==> src/rtl/i2c_byte_transmitter_if.sv <==
// Bus bundle for the I2C read-data transmitter: SCL edge strobes, SDA sense, byte
// handshake toward the target datapath, and the open-drain SDA pull-down.
interface i2c_byte_transmitter_if;
  logic       scl_rise;
  logic       scl_fall;
  logic       sda_in;
  logic       abort;
  logic       tx_valid;
  logic [7:0] tx_data;
  logic       tx_ready;
  logic       sda_oe;
  logic       busy;
  logic       done;
  logic       acked;

  modport master (
    output scl_rise, scl_fall, sda_in, abort, tx_valid, tx_data,
    input  tx_ready, sda_oe, busy, done, acked
  );

  modport slave (
    input  scl_rise, scl_fall, sda_in, abort, tx_valid, tx_data,
    output tx_ready, sda_oe, busy, done, acked
  );
endinterface

==> src/rtl/i2c_byte_transmitter.sv <==
// I2C target read-data serializer: shifts one byte MSB-first onto open-drain SDA
// on SCL falling edges, then samples the controller ACK/NACK on the 9th SCL rise.
module i2c_byte_transmitter (
  input  logic                    clk,
  input  logic                    reset,
  i2c_byte_transmitter_if.slave   bus
);

  typedef enum logic [1:0] {
    IDLE     = 2'd0,
    SEND     = 2'd1,
    ACK_WAIT = 2'd2,
    ACK_HOLD = 2'd3
  } state_e;

  state_e     state_q,   state_d;
  logic [7:0] shift_q,   shift_d;
  logic [2:0] bit_cnt_q, bit_cnt_d;
  logic       sda_oe_q,  sda_oe_d;
  logic       acked_q,   acked_d;
  logic       done_q,    done_d;

  // Simultaneous rise and fall is a protocol violation; treat it as no edge at all.
  logic rise_only;
  logic fall_only;
  assign rise_only = bus.scl_rise & ~bus.scl_fall;
  assign fall_only = bus.scl_fall & ~bus.scl_rise;

  // ---- state register ----
  always_ff @(posedge clk) begin
    if (reset) begin
      state_q   <= IDLE;
      shift_q   <= 8'h00;
      bit_cnt_q <= 3'd0;
      sda_oe_q  <= 1'b0;
      acked_q   <= 1'b0;
      done_q    <= 1'b0;
    end else begin
      state_q   <= state_d;
      shift_q   <= shift_d;
      bit_cnt_q <= bit_cnt_d;
      sda_oe_q  <= sda_oe_d;
      acked_q   <= acked_d;
      done_q    <= done_d;
    end
  end

  // ---- next-state logic ----
  always_comb begin
    state_d   = state_q;
    shift_d   = shift_q;
    bit_cnt_d = bit_cnt_q;
    sda_oe_d  = sda_oe_q;
    acked_d   = acked_q;
    done_d    = 1'b0;

    if (bus.abort) begin
      state_d  = IDLE;
      sda_oe_d = 1'b0;
    end else begin
      unique case (state_q)
        IDLE: begin
          sda_oe_d = 1'b0;
          if (bus.tx_valid) begin
            shift_d   = bus.tx_data;
            bit_cnt_d = 3'd0;
            sda_oe_d  = ~bus.tx_data[7];
            state_d   = SEND;
          end
        end
        SEND: begin
          if (fall_only) begin
            if (bit_cnt_q != 3'd7) begin
              shift_d   = {shift_q[6:0], 1'b0};
              bit_cnt_d = bit_cnt_q + 3'd1;
              sda_oe_d  = ~shift_q[6];
            end else begin
              // Release SDA so the controller can drive the ACK slot.
              sda_oe_d = 1'b0;
              state_d  = ACK_WAIT;
            end
          end
        end
        ACK_WAIT: begin
          if (rise_only) begin
            acked_d = ~bus.sda_in;
            state_d = ACK_HOLD;
          end
        end
        ACK_HOLD: begin
          if (fall_only) begin
            done_d  = 1'b1;
            state_d = IDLE;
          end
        end
        default: state_d = IDLE;
      endcase
    end
  end

  // ---- outputs ----
  always_comb begin
    bus.tx_ready = (state_q == IDLE);
    bus.busy     = (state_q != IDLE);
    bus.sda_oe   = sda_oe_q;
    bus.done     = done_q;
    bus.acked    = acked_q;
  end

endmodule

==> src/flat_wrapper.sv <==
// flat-port wrapper written by rule: the top's interface ports become plain ports
module i2c_byte_transmitter_flat 
  (clk, reset, bus_scl_rise, bus_scl_fall, bus_sda_in, bus_abort, bus_tx_valid, bus_tx_data, bus_tx_ready, bus_sda_oe, bus_busy, bus_done, bus_acked);
  i2c_byte_transmitter_if bus_i ();
  input  logic clk;
  input  logic reset;
  input wire logic [$bits(bus_i.scl_rise)-1:0] bus_scl_rise;
  input wire logic [$bits(bus_i.scl_fall)-1:0] bus_scl_fall;
  input wire logic [$bits(bus_i.sda_in)-1:0] bus_sda_in;
  input wire logic [$bits(bus_i.abort)-1:0] bus_abort;
  input wire logic [$bits(bus_i.tx_valid)-1:0] bus_tx_valid;
  input wire logic [$bits(bus_i.tx_data)-1:0] bus_tx_data;
  output wire logic [$bits(bus_i.tx_ready)-1:0] bus_tx_ready;
  output wire logic [$bits(bus_i.sda_oe)-1:0] bus_sda_oe;
  output wire logic [$bits(bus_i.busy)-1:0] bus_busy;
  output wire logic [$bits(bus_i.done)-1:0] bus_done;
  output wire logic [$bits(bus_i.acked)-1:0] bus_acked;
  assign bus_i.scl_rise = bus_scl_rise;
  assign bus_i.scl_fall = bus_scl_fall;
  assign bus_i.sda_in = bus_sda_in;
  assign bus_i.abort = bus_abort;
  assign bus_i.tx_valid = bus_tx_valid;
  assign bus_i.tx_data = bus_tx_data;
  assign bus_tx_ready = bus_i.tx_ready;
  assign bus_sda_oe = bus_i.sda_oe;
  assign bus_busy = bus_i.busy;
  assign bus_done = bus_i.done;
  assign bus_acked = bus_i.acked;
  i2c_byte_transmitter u_core (.clk(clk), .reset(reset), .bus(bus_i));
endmodule
==> config.mk <==
export PLATFORM = sky130hd
export DESIGN_NAME = i2c_byte_transmitter_flat
export DESIGN_NICKNAME = d
export VERILOG_FILES = /design/src/rtl/i2c_byte_transmitter_if.sv /design/src/rtl/i2c_byte_transmitter.sv /design/src/flat_wrapper.sv
export SDC_FILE = /design/constraint.sdc
export NUM_CORES = 1
export LEC_CHECK = 0
export CORE_MARGIN = 1
export CORE_UTILIZATION = 48
export DETAILED_ROUTE_END_ITERATION = 6
export PLACE_DENSITY_LB_ADDON = 0.3
export SLEW_MARGIN = 15
export SYNTH_ARGS = -nofsm -noshare
export SYNTH_HDL_FRONTEND = slang
export SYNTH_SLANG_ARGS = --single-unit
==> constraint.sdc <==
create_clock -name clk -period 2.1 [get_ports clk]
set_input_delay 0.315 -clock clk [delete_from_list [all_inputs] [get_ports clk]]
set_output_delay 0.315 -clock clk [all_outputs]
set_load 0.01 [all_outputs]
==> impl_results.md <==
- Critical-path cell list: inv_1 > ha_1 > inv_1 > clkdlybuf4s50_1
- Net count, final: 132
- Number of antenna violations at the first check in global routing: 0
- Max stage delay on crit path: about 0.52 ns
- Vias in the first global route: just over 600
- Port Buffers: 19
- IO Count: 20
- Least-Margin Pin Slew: 0.346 ns
- Setup CP Type: reg2out
- Synthesis-to-layout area growth: 27.0%
- Relative slew slack: 0.769
- Worst reg2reg endpoint: u_core.shift_q[5]$_SDFFE_PP0P_
- Max Slew Vio Count: 0
- Slowest CP cell: clkdlybuf4s50_1
- GRT Util Overall: 0.176
- Post-detail-place hpwl: about 1.2 mm
- CTS Hold Bufs: 0
- Synth top area share: 0.337
- Syn nets: 110
- R2R setup slack: between 0.15 and 0.2 ns
- Finished Core Util: 0.655
- Total negative slack: 0 ns
- Routed WL: between 1.5 and 2 mm
- Min-Delay Endpoint: u_core.bus.sda_oe$_SDFFE_PP0P_
- Critical Path Start Type: flop
- Grt ovf: 0
- Distinct cells, synth: 26
- Most numerous cell in the Yosys netlist: dfxtp_1
- Seq cells post-synth: 15
- Post-CTS Setup Inserts: 0
- Comb power frac: 0.256
- CP required: 1.78 ns
- FF-to-FF Start: u_core.state_q[1]$_SDFFE_PP0P_
- First DRT Iteration DRCs: 6
- Clock Power Share: 0.264
- Hold_sp: u_core.bus.sda_oe$_SDFFE_PP0P_
- Tmin final: just under 2 ns
- Met2 Track Usage GR: 0.267
- Max-Cap Viols: 0
- Top post-synthesis cells by area: dfxtp_1 34%, a211oi_2 8.4%, ha_1 8.4%
- Worst hold path class: reg2reg
- Most used cell along the critical path: inv_1
- Final hold vios: 0
- Leak: between 0.4 and 0.5 nW
- Status: completed
- Pin count of the biggest net entering global routing: 21
- Psw: approximately 180 uW
- Layout cells sized above 1: 0.191
- Crit end category: output port
- Worst vdd ir: ~0.46 mV
- CTS tree: done
- Core area: roughly 1700 um^2
- Clock Tree Root: clkbuf_4
- Area leader, netlist: dfxtp_1
- Post-route ant nets: 0
- Die area: around 2000 um^2
- Fmax: 514 MHz
- DR DRC count: 0
- Antenna diodes: 0
- Routed len/inst: about 12 um
- PwrDens: ~570 nW/um^2
- Worst-case clock skew: between 0.006 and 0.007 ns
- Vias per std cell: between 5 and 6
- Clk pin slew, worst setup/hold paths: 0.09 ns
- Crit-path max FO: 5
- Final setup vio count: 0
- Clock latency on the worst-skew pair: 0.29 ns
- TritonRoute pass-1 iters: 4
- Post-CTS sizing: 0
- Post-Syn Instances: 89
- Starting density of the core: 0.516
- Ys Warns: 0
- Number of enable flip-flop cells after synthesis: 0
- Seq/Total Area, Yosys: 0.337
- Via count: 690
- Sw Share: 0.283
- Met1 Resource Use GR: 0.218
- Longest Clk Path Bufs: 2
- Die Height: 45.1 um
- Post-synth ARST share: 0
- GP Congestion: ~0.84
- Worst hold margin: about 0.47 ns
- Overall power: 647 uW
- Syn Std Cell Area: between 800 and 900 um^2
- Top post-synthesis cells by count: 15 x dfxtp_1, 12 x nor2_1, 7 x mux2i_1
- Met3 Usage GRT: 0.0400
- Hold Crit Depth: 2
- RSZ-0062 raised after global routing: no
- R2R depth: 7
- Synth Flop Type: dfxtp_1
- Row count: 15
- Power Internal: 464 uW
- Inserted Clock Buffers: 3
- Crit path arrival time: around 1.6 ns
- H-tree depth: 1
- Sink Count: 15
- Register share of total power: 0.479
- Tcrit/Tclk final: 0.926
- Die width: 45.1 um
- Global-route wire length before repair: approximately 2.5 mm
- Synth Area per Inst: roughly 10 um^2
- Top Usage Layer GRT: met2
-- critical path, delay by kind of cell (launching register included) --
kind / cells / cell delay [ns]
adders and majority gates: 1 / 0.29
buffers and inverters: 3 / 0.68
DFF: 1 / 0.37
-- power by group through the flow --
stage / Sequential [mW] / Combinational (mW) / Clock (mW)
after floorplan: 0.315 / 0.113 / 0
after global placement: 0.316 / 0.164 / 0
after detailed placement: 0.317 / 0.167 / 0
after CTS: 0.310 / 0.167 / 0.175
after global routing: 0.312 / 0.180 / 0.183
final: 0.310 / 0.166 / 0.171
-- cells in the final DEF (no fill, tap or decap) --
cell type and n:
a2111oi_4 1, a211oi_1 2, a211oi_2 6, a21oi_1 1, a21oi_2 4, a221oi_1 2
a311oi_1 1, and2_1 1, buf_12 1, buf_4 2, clkbuf_1 1, clkbuf_4 3
clkdlybuf4s50_1 19, dfxtp_1 15, ha_1 6, inv_1 6, mux2i_1 7, nand2_1 3
nand2b_1 6, nand2b_4 1, nand3_2 2, nand3b_1 2, nand3b_2 1, nor2_1 12
nor2b_1 1, nor3b_1 2, o211a_1 1, o21ai_1 1
-- per-layer routing --
| metal | wire [um] | vias up |
|---|---|---|
| li1 | - | 355 |
| met1 | 763 | 315 |
| met2 | 704 | 15 |
| met3 | 59 | 5 |
| met4 | 44 | 0 |
| met5 | 0 | - |
-- per-stage QoR --
stage          setup slack [ns]  cell area [um^2]  std cells
3_5_place_dp              0.180              1100        131
5_1_grt                  0.0324              1130        135
3_3_place_gp              0.216              1100        131
2_1_floorplan             0.375               891         89
6_report                  0.156              1130        135
4_1_cts                   0.143              1130        135
-- state kept, by name, summed over array words and instances, names as in the netlist --
| signal | flops |
|---|---|
| u_core.bus.acked | 1 |
| u_core.bus.done | 1 |
| u_core.bit_cnt_q | 3 |
| u_core.bus.sda_oe | 1 |
| u_core.shift_q | 7 |
| u_core.state_q | 2 |
-- layout make-up --
class,instances,area [um^2]
well taps,25,31.3
clock buffers,4,26.3
repair buffers,22,225
inverters,6,22.5
multi-input cells,63,526
flip-flops and latches,15,300
fillers,158,596
-- cells by family after synthesis --
logic type / count (synthesis) / synth area share
buffers and inverters: 11 / 0.0730
adder cells (fa/ha/maj): 6 / 0.0843
multiplexers: 7 / 0.0787
flip-flops: 15 / 0.337
AND/OR/NAND/NOR: 31 / 0.204
AO/OA/AOI/OAI: 19 / 0.223
-- worst max path at each step --
stage,cells after the start,startpoint,endpoint
after floorplan,8,u_core.state_q[1]$_SDFFE_PP0P_,u_core.shift_q[0]$_SDFFE_PP0P_
after global routing,7,u_core.state_q[1]$_SDFFE_PP0P_,u_core.shift_q[5]$_SDFFE_PP0P_
after global placement,6,bus_scl_rise,u_core.shift_q[4]$_SDFFE_PP0P_
final,4,u_core.state_q[0]$_SDFFE_PP0P_,bus_busy
after detailed placement,6,bus_scl_rise,u_core.shift_q[2]$_SDFFE_PP0P_
after CTS,4,u_core.state_q[0]$_SDFFE_PP0P_,bus_busy
No activity file was read; power rests on OpenSTA's default activity.
